**config.mk**
```make
export PLATFORM = sky130hd
export DESIGN_NAME = bram_pass_arbiter
export DESIGN_NICKNAME = d
export VERILOG_FILES = /design/src/rtl/bram_pass_arbiter.sv
export SDC_FILE = /design/constraint.sdc
export NUM_CORES = 1
export LEC_CHECK = 0
export ABC_AREA = 1
export ABC_CLOCK_PERIOD_IN_PS = 2150
export CORE_MARGIN = 2
export CORE_UTILIZATION = 41
export CTS_BUF_LIST = sky130_fd_sc_hd__clkbuf_16
export DETAILED_ROUTE_END_ITERATION = 10
export PLACE_DENSITY_LB_ADDON = 0.08
export RECOVER_POWER = 50
export SYNTH_ARGS = -nofsm -noshare
export SYNTH_HDL_FRONTEND = slang
export SYNTH_SLANG_ARGS = --single-unit
```
**constraint.sdc**
```tcl
create_clock -name clk_in -period 2.15 [get_ports clk_in]
set_clock_uncertainty 0.2 [all_clocks]
set_input_delay 0.5375 -clock clk_in [delete_from_list [all_inputs] [get_ports clk_in]]
set_output_delay 0.5375 -clock clk_in [all_outputs]
set_load 0.05 [all_outputs]
```
**src/rtl/bram_pass_arbiter.sv**
```systemverilog
// Whole-pass arbiter sharing one bram_blocks_rw buffer between NUM_REQ requesters.
// Optional BRAM_ARB_FIXED_PRIORITY_EN selects fixed priority instead of round-robin.
module bram_pass_arbiter #(
   parameter int REGISTER_SIZE = 32,
   parameter int NUM_BLOCKS    = 128,
   parameter int NUM_REQ       = 2
) (
   input  logic                             clk_in,
   input  logic                             rst_in,
   input  logic [NUM_REQ-1:0]               req_in,
   input  logic [NUM_REQ-1:0]               req_write_in,
   output logic [NUM_REQ-1:0]               grant_out,
   output logic                             busy_out,
   input  logic [NUM_REQ-1:0]               wr_valid_in,
   input  logic [NUM_REQ*REGISTER_SIZE-1:0] wr_data_in,
   output logic [REGISTER_SIZE-1:0]         rd_data_out,
   output logic [NUM_REQ-1:0]               rd_valid_out,
   output logic [NUM_REQ-1:0]               pass_done_out,
   output logic                             buf_read_next_out,
   input  logic [REGISTER_SIZE-1:0]         buf_read_data_in,
   input  logic                             buf_read_valid_in,
   output logic                             buf_write_next_out,
   output logic [REGISTER_SIZE-1:0]         buf_write_data_out
);

   localparam int IW = (NUM_REQ > 1) ? $clog2(NUM_REQ) : 1;
   localparam int CW = $clog2(NUM_BLOCKS + 1);
   localparam logic [CW-1:0] LAST = CW'(NUM_BLOCKS - 1);
   localparam logic [CW-1:0] FULL = CW'(NUM_BLOCKS);

   typedef enum logic [2:0] {
      S_IDLE,
      S_READ_ISSUE,
      S_READ_DRAIN,
      S_WRITE,
      S_DONE
   } state_t;

   state_t                   r_state;
   logic [IW-1:0]            r_owner;
   logic [CW-1:0]            r_iss_cnt;
   logic [CW-1:0]            r_ret_cnt;
   logic [CW-1:0]            r_wr_cnt;
   logic [NUM_REQ-1:0]       r_grant;
   logic [NUM_REQ-1:0]       r_rd_valid;
   logic [NUM_REQ-1:0]       r_done;
   logic [REGISTER_SIZE-1:0] r_rd_data;

   logic [IW-1:0]            w_pick;
   logic [IW-1:0]            w_idx;
   logic                     w_any;
   logic                     w_wr_acc;
   logic                     w_rd_state;

`ifdef BRAM_ARB_FIXED_PRIORITY_EN
   always_comb begin
      w_pick = '0;
      w_idx  = '0;
      for (int i = NUM_REQ - 1; i >= 0; i--) begin
         w_idx = IW'(i);
         if (req_in[w_idx]) w_pick = w_idx;
      end
   end
`else
   logic [IW-1:0] r_last;
   logic          w_found;

   // Scan starts just after the previous owner so every requester gets a turn.
   always_comb begin
      w_pick  = '0;
      w_idx   = '0;
      w_found = 1'b0;
      for (int k = 1; k <= NUM_REQ; k++) begin
         w_idx = IW'((int'(r_last) + k) % NUM_REQ);
         if (!w_found && req_in[w_idx]) begin
            w_pick  = w_idx;
            w_found = 1'b1;
         end
      end
   end
`endif

   assign w_any      = |req_in;
   assign w_wr_acc   = (r_state == S_WRITE) && wr_valid_in[r_owner];
   assign w_rd_state = (r_state == S_READ_ISSUE) || (r_state == S_READ_DRAIN);

   always_ff @(posedge clk_in) begin
      if (rst_in) begin
         r_state    <= S_IDLE;
         r_owner    <= '0;
         r_iss_cnt  <= '0;
         r_ret_cnt  <= '0;
         r_wr_cnt   <= '0;
         r_grant    <= '0;
         r_rd_valid <= '0;
         r_done     <= '0;
         r_rd_data  <= '0;
`ifndef BRAM_ARB_FIXED_PRIORITY_EN
         r_last     <= IW'(NUM_REQ - 1);
`endif
      end else begin
         r_done     <= '0;
         r_rd_valid <= '0;
         case (r_state)
            S_IDLE: begin
               if (w_any) begin
                  r_owner   <= w_pick;
                  r_grant   <= NUM_REQ'(1) << w_pick;
                  r_iss_cnt <= '0;
                  r_ret_cnt <= '0;
                  r_wr_cnt  <= '0;
`ifndef BRAM_ARB_FIXED_PRIORITY_EN
                  r_last    <= w_pick;
`endif
                  r_state   <= req_write_in[w_pick] ? S_WRITE : S_READ_ISSUE;
               end
            end
            S_READ_ISSUE: begin
               r_iss_cnt <= r_iss_cnt + 1'b1;
               if (r_iss_cnt == LAST) r_state <= S_READ_DRAIN;
            end
            S_READ_DRAIN: begin
               if (r_ret_cnt == FULL) begin
                  r_state <= S_DONE;
                  r_done  <= r_grant;
               end
            end
            S_WRITE: begin
               if (w_wr_acc) begin
                  r_wr_cnt <= r_wr_cnt + 1'b1;
                  if (r_wr_cnt == LAST) begin
                     r_state <= S_DONE;
                     r_done  <= r_grant;
                  end
               end
            end
            S_DONE: begin
               r_state <= S_IDLE;
               r_grant <= '0;
            end
            default: r_state <= S_IDLE;
         endcase
         // Returns are only trusted while a read pass owns the buffer.
         if (w_rd_state && buf_read_valid_in && (r_ret_cnt != FULL)) begin
            r_rd_data  <= buf_read_data_in;
            r_rd_valid <= r_grant;
            r_ret_cnt  <= r_ret_cnt + 1'b1;
         end
      end
   end

   assign grant_out          = r_grant;
   assign busy_out           = (r_state != S_IDLE);
   assign rd_data_out        = r_rd_data;
   assign rd_valid_out       = r_rd_valid;
   assign pass_done_out      = r_done;
   assign buf_read_next_out  = (r_state == S_READ_ISSUE);
   assign buf_write_next_out = w_wr_acc;
   assign buf_write_data_out = (r_state == S_WRITE) ?
      wr_data_in[int'(r_owner)*REGISTER_SIZE +: REGISTER_SIZE] : '0;

endmodule

```
==> flow_metrics.py, run 1 <==
metrics = {
    "floorplanning": {
        "die_h_um": 97.05,
        "start_util": 0.4277,
        "pin_count": 178,
        "die_area_um2": 9418,
        "rows": 33,
        "die_w_um": 97.05,
        "core_um2": 8299,
    },
    "power_and_ir_drop": {
        "sw_frac_of_total": 0.4416,
        "pwr-share-seq": 0.258,
        "peakVddDrop_mv": 0.7287,
        "p_leak_nw": 2.901,
        "fin_total_pwr_w": 0.006405,
        "powerDensity_nw_per_um2": 1057,
        "power_frac_clock": 0.242,
        "switchingPower_w": 0.002829,
        "p_int_w": 0.003577,
        "comb_power_share": 0.500,
    },
    "placed_design": {
        "io_buffers": 177,
        "dp_hpwl_um": 8281,
        "pre_cts_slack_ns": -0.08971,
        "gp_congestion": 0.8351,
    },
    "synthesis": {
        "ys_async_sr_fraction": 0,
        "netlist_area_um2": 3550,
        "ys_ff_latch": 67,
        "synthFlopType": "dfxtp_1",
        "syn_inst": 578,
        "synth_seq_area_share": 0.3779,
        "synth_edf_count": 0,
        "yosys-top-cells-area": "dfxtp_1, nand2_1, nor2_1",
        "avgSynthCellArea_um2": 6.141,
        "syn_nets": 687,
        "synth_top_cell_area_share": 0.3779,
        "yosysWarnings": 0,
        "yosys.area.top_type": "dfxtp_1",
        "synthDistinctLibCells": 29,
    },
    "status": {
        "outcome": "finished with violations",
        "violations": "negative setup slack",
    },
    "cts": {
        "clockBufferDepth": 2,
        "cts_tree": "yes",
        "insertion_delay_ns": 0.33,
        "clk_pin_slew_ns": 0.05,
        "cts_buffers": 9,
        "cts_root_buffer": "clkbuf_16",
        "h-tree-depth": 3,
        "cts_sinks": 67,
    },
    "drt": {
        "num_vias": 4350,
        "first_pass_iters": 5,
        "drtAntennaViolNets": 0,
        "drc_errors": 0,
        "viasPerCell": 4.910,
        "wl_per_cell_um": 14.25,
        "drt-initial-drc-count": 207,
        "drt_wl_total_um": 12630,
    },
    "final_layout": {
        "fin_util": 0.7300,
        "layout.nets": 885,
        "area_delta_synth_final_pct": 70.67,
        "antennaDiodeCount": 0,
        "drive_gt1_frac": 0.1933,
    },
    "worst_hold_path": {
        "worstHoldPathType": "reg2reg",
        "worstHoldStart": "r_wr_cnt[0]",
    },
    "worst_setup_path": {
        "worstSetupStartpoint": "wr_valid_in[1]",
        "reg2reg_from": "r_ret_cnt[0]",
        "crit_type": "in2out",
        "path_max_fanout": 2,
        "arrival_ns": 1.44,
        "critPathLaunchType": "primary input",
        "end_kind": "output pin",
        "crit_required_ns": 1.41,
        "r2r_slack_ns": 0.24,
    },
    "timing": {
        "setup_ws_ns": -0.02917,
        "slew_viol_final": 0,
        "timing_hold_violations_final": 0,
        "rsz0062_at_grt": "yes",
        "relSlewSlack": 0.5364,
        "tightest_slew_ns": 0.6984,
        "holdWs_ns": 0.2763,
        "period_share": 1.014,
        "fin_crit_ns": 2.179,
        "tns_ns": -0.1148,
        "clock.fmax_mhz": 458.9,
        "finalSetupViolCount": 14,
    },
    "global_routing": {
        "grt_overflow_total": 0,
        "grt_antenna_before_repair": 0,
        "grt_start_max_net_pins": 38,
        "grtUsageTotal": 0.2471,
        "grt_pass1_wl_um": 19070,
        "grt_pass1_vias": 4049,
    },
    "run": {
        "cap_violations": 0,
    },
}
layout by cell type (no fill, tap or decap), drive strengths merged, types with 2 or more instances in the layout:
cell	count
inv	65
nand3	25
ha	4
nand2	205
dlymetal6s2s	9
nor3	3
a21oi	24
nand4	2
clkbuf	48
dfxtp	67
clkdlybuf4s50	94
bufinv	2
nor2	101
o21ai	50
buf	68
clkinvlp	2
clkinv	5
cells by family (layout without fill, tap and decap cells):
group / after synthesis / after routing / share of synthesized area
AO/OA/AOI/OAI: 78 / 78 / 0.1121
adder cells (fa/ha/maj): 4 / 4 / 0.01410
buffers and inverters: 91 / 294 / 0.1093
flip-flops: 67 / 67 / 0.3779
AND/OR/NAND/NOR: 338 / 338 / 0.3867
what timing repair did:
item / 4_1_cts / 5_1_grt
resized for setup: 48 / 80
hold buffers: 0 / 0
endpoints found under the setup margin: 33 / 33
pin swaps: 0 / 13
gates cloned: 2 / 3
hold endpoints to repair: 0 / 0
setup buffers: 8 / 6
layer usage:
layer  global-route usage  up-vias  wire, um
met2               0.4225      144      6347
met3              0.08815       31       912
met4              0.07909        0       279
li1                     -     2185         -
met5                    0        -         0
met1               0.2883     1990      5087
worst paths after layout:
path | to | depth (start not counted)
hold reg to reg | r_wr_cnt[0] | 1
setup / recovery | buf_write_next_out | 6
setup reg to reg | r_state[0] | 8
hold / removal | r_wr_cnt[0] | 1
synth_stat cells (4+ instances only):
cell type / count
a21oi_1: 24
o21ai_0: 40
dfxtp_1: 67
ha_1: 4
nand2_1: 203
clkbuf_1: 13
inv_2: 9
buf_4: 4
nand3_1: 23
inv_1: 57
nor2_1: 97
buf_6: 4
o21ai_1: 10
worst max-delay path, cell delays in order:
cell,delay [ns]
clkdlybuf4s50_1,0.45
nand2_1,0.06
nand2_2,0.10
nand2_2,0.07
inv_2,0.08
buf_8,0.14
power groups by stage:
stage / clock network (W) / logic (W) / registers (W)
detailed placement: 0 / 0.00294 / 0.00165
floorplan: 0 / 0.00133 / 0.00227
global route: 0.00162 / 0.00343 / 0.00168
CTS: 0.00158 / 0.00316 / 0.00165
global placement: 0 / 0.00292 / 0.00164
finish: 0.00155 / 0.00320 / 0.00165
stage by stage:
stage,cells,instance area [um2]
after floorplan,578,3550
after global placement,852,5316
after detailed placement,852,5316
after CTS,878,5927
after global routing,886,6058
final,886,6058
state kept, by name, summed over array words and instances (netlist names):
| name | flops |
|---|---|
| r_state | 3 |
| rd_valid_out | 2 |
| r_iss_cnt | 8 |
| rd_data_out | 32 |
| pass_done_out | 2 |
| r_owner | 1 |
| r_wr_cnt | 8 |
| r_ret_cnt | 8 |
| r_last | 1 |
| grant_out | 2 |
final cells by class:
| cell class | instances | area [um2] |
|---|---|---|
| clock buffer | 9 | 225.2 |
| inverter | 67 | 270.3 |
| sequential | 67 | 1351 |
| tap | 105 | 131.4 |
| clock inverter | 7 | 93.84 |
| timing repair buffer | 211 | 2098 |
| multi-input combinational | 420 | 1888 |
| fill | 646 | 2241 |
Power figures use the tool's default switching activity.
==> run 2, diff against run 1 <==
- CAP_MARGIN: unset -> 20
==> results of run 2 <==
The final DEF is identical to that of run 1; final timing and power are the same.
==> run 3, diff against run 2 <==
- CELL_PAD_IN_SITES_DETAIL_PLACEMENT: unset -> 1
- CELL_PAD_IN_SITES_GLOBAL_PLACEMENT: unset -> 2
- CORE_UTILIZATION: 41 -> 19
==> flow_metrics.py, run 3 (synthesized netlist as in run 1, its figures left out) <==
metrics = {
    "status": {
        "outcome": "finished with violations",
        "violations": "negative setup slack",
    },
    "cts": {
        "clk_pin_slew_ns": 0.06,
        "cts_buffers": 9,
        "h-tree-depth": 3,
        "cts_tree": "yes",
        "cts_sinks": 67,
        "cts_hold_buf": 0,
        "insertion_delay_ns": 0.34,
        "cts_root_buffer": "clkbuf_16",
        "clockBufferDepth": 2,
    },
    "placed_design": {
        "gp_congestion": 0.7132,
        "placed_area_um2": 5527,
        "dp_hpwl_um": 10920,
        "dp.cells": 980,
        "io_buffers": 177,
    },
    "timing": {
        "tightest_slew_ns": 0.6842,
        "clock.fmax_mhz": 460.3,
        "setup_ws_ns": -0.02268,
        "holdWs_ns": 0.2825,
        "period_share": 1.011,
        "timing_hold_violations_final": 0,
        "tns_ns": -0.05020,
        "slew_viol_final": 0,
        "rsz0062_at_grt": "yes",
        "fin_crit_ns": 2.173,
        "relSlewSlack": 0.5458,
        "finalSetupViolCount": 7,
    },
    "worst_setup_path": {
        "reg2reg_from": "r_state[2]",
        "crit_type": "reg2out",
        "path_max_fanout": 8,
        "crit_required_ns": 1.41,
        "critPathLaunchType": "flip-flop",
        "end_kind": "output pin",
        "arrival_ns": 1.44,
        "worstSetupStartpoint": "r_state[2]",
    },
    "worst_hold_path": {
        "worstHoldPathType": "reg2reg",
        "worstHoldStart": "r_last",
    },
    "final_layout": {
        "final-instance-count-excl-fill": 1007,
        "drive_gt1_frac": 0.2159,
        "final_common_cell": "nand2_1",
        "antennaDiodeCount": 0,
        "area_delta_synth_final_pct": 76.91,
        "layout.nets": 883,
        "multi_input_area_um2": 1948,
        "seq_area_um2": 1354,
        "final_cell_area_um2": 6280,
        "mostFrequentLayoutCells": "nand2_1, clkdlybuf4s50_1, nor2_1",
        "fillers": 2238,
        "largest_reg_flops": 32,
    },
    "global_routing": {
        "grt_overflow_total": 0,
        "grt_start_max_net_pins": 44,
        "grt_antenna_before_repair": 1,
        "grt_pass1_vias": 4506,
        "grt_pass1_wl_um": 23560,
        "grtUsageTotal": 0.1505,
    },
    "floorplanning": {
        "die_h_um": 140.7,
        "die_area_um2": 19790,
        "rows": 49,
        "core_um2": 18150,
        "die_w_um": 140.7,
        "start_util": 0.1956,
        "pin_count": 178,
    },
    "power_and_ir_drop": {
        "p_leak_nw": 2.861,
        "peakVddDrop_mv": 0.3633,
        "powerDensity_nw_per_um2": 1044,
        "fin_total_pwr_w": 0.006554,
    },
    "drt": {
        "drt-initial-drc-count": 104,
        "viasPerCell": 4.234,
        "first_pass_iters": 4,
        "drtAntennaViolNets": 0,
        "drc_errors": 0,
        "met3_length_um": 1266,
        "drt_wl_total_um": 15090,
        "wl_met1_um": 6430,
        "wl_per_cell_um": 14.98,
        "num_vias": 4264,
        "wl_met2_um": 7201,
        "topRoutingLayerUsed": "met5",
    },
    "run": {
        "cap_violations": 0,
    },
}
==> run 3: what timing repair did <==
| action | in CTS | in global routing |
|---|---|---|
| pin swaps | 3 | 4 |
| cloned | 2 | 3 |
| setup buffers | 3 | 4 |
| endpoints found under the setup margin | 33 | 35 |
| endpoints found under the hold margin | 0 | 0 |
| resized for setup | 53 | 101 |
==> run 3: worst paths after layout <==
kind                      endpoint  slack [ns]  cells after the start
min                         r_last        0.28                      2
max          buf_write_data_out[9]       -0.02                      7
min reg2reg                 r_last        0.28                      2
max reg2reg            r_wr_cnt[6]        0.28                     12
==> run 3: metrics by stage <==
step           worst slack [ns]    util
6_report               -0.02268  0.3460
3_5_place_dp            -0.1446  0.3045
3_3_place_gp            -0.1569  0.3045
2_1_floorplan            0.1361       -
4_1_cts                -0.01358  0.3351
5_1_grt                -0.08617  0.3460
==> run 3: final cells by class <==
cell class / count / area share
Multi-Input combinational cell: 420 / 0.3102
Clock buffer: 9 / 0.03586
Sequential cell: 67 / 0.2156
Clock inverter: 6 / 0.01415
Timing Repair Buffer: 209 / 0.3343
Inverter: 67 / 0.04423
Tap cell: 229 / 0.04563
==> run 3: power by group <==
group	switching (W)	internal, W	leakage, nW
combinational	0.00221	0.00109	2.16
sequential	0.000163	0.00149	0.549
clock	0.000595	0.00101	0.148
==> run 3: routing by layer <==
| layer | GRT usage | vias to the layer above |
|---|---|---|
| met3 | 0.06454 | 16 |
| met5 | 0 | - |
| met2 | 0.2534 | 102 |
| met1 | 0.1766 | 1974 |
| met4 | 0.03842 | 2 |
| li1 | - | 2170 |
==> run 3: worst max-delay path, stage by stage, from the launching register on <==
cell	delay, ns
dfxtp_2	0.34
inv_2	0.08
nand3_4	0.11
clkinv_8	0.12
clkbuf_16	0.17
nand2_2	0.06
inv_2	0.06
buf_8	0.14
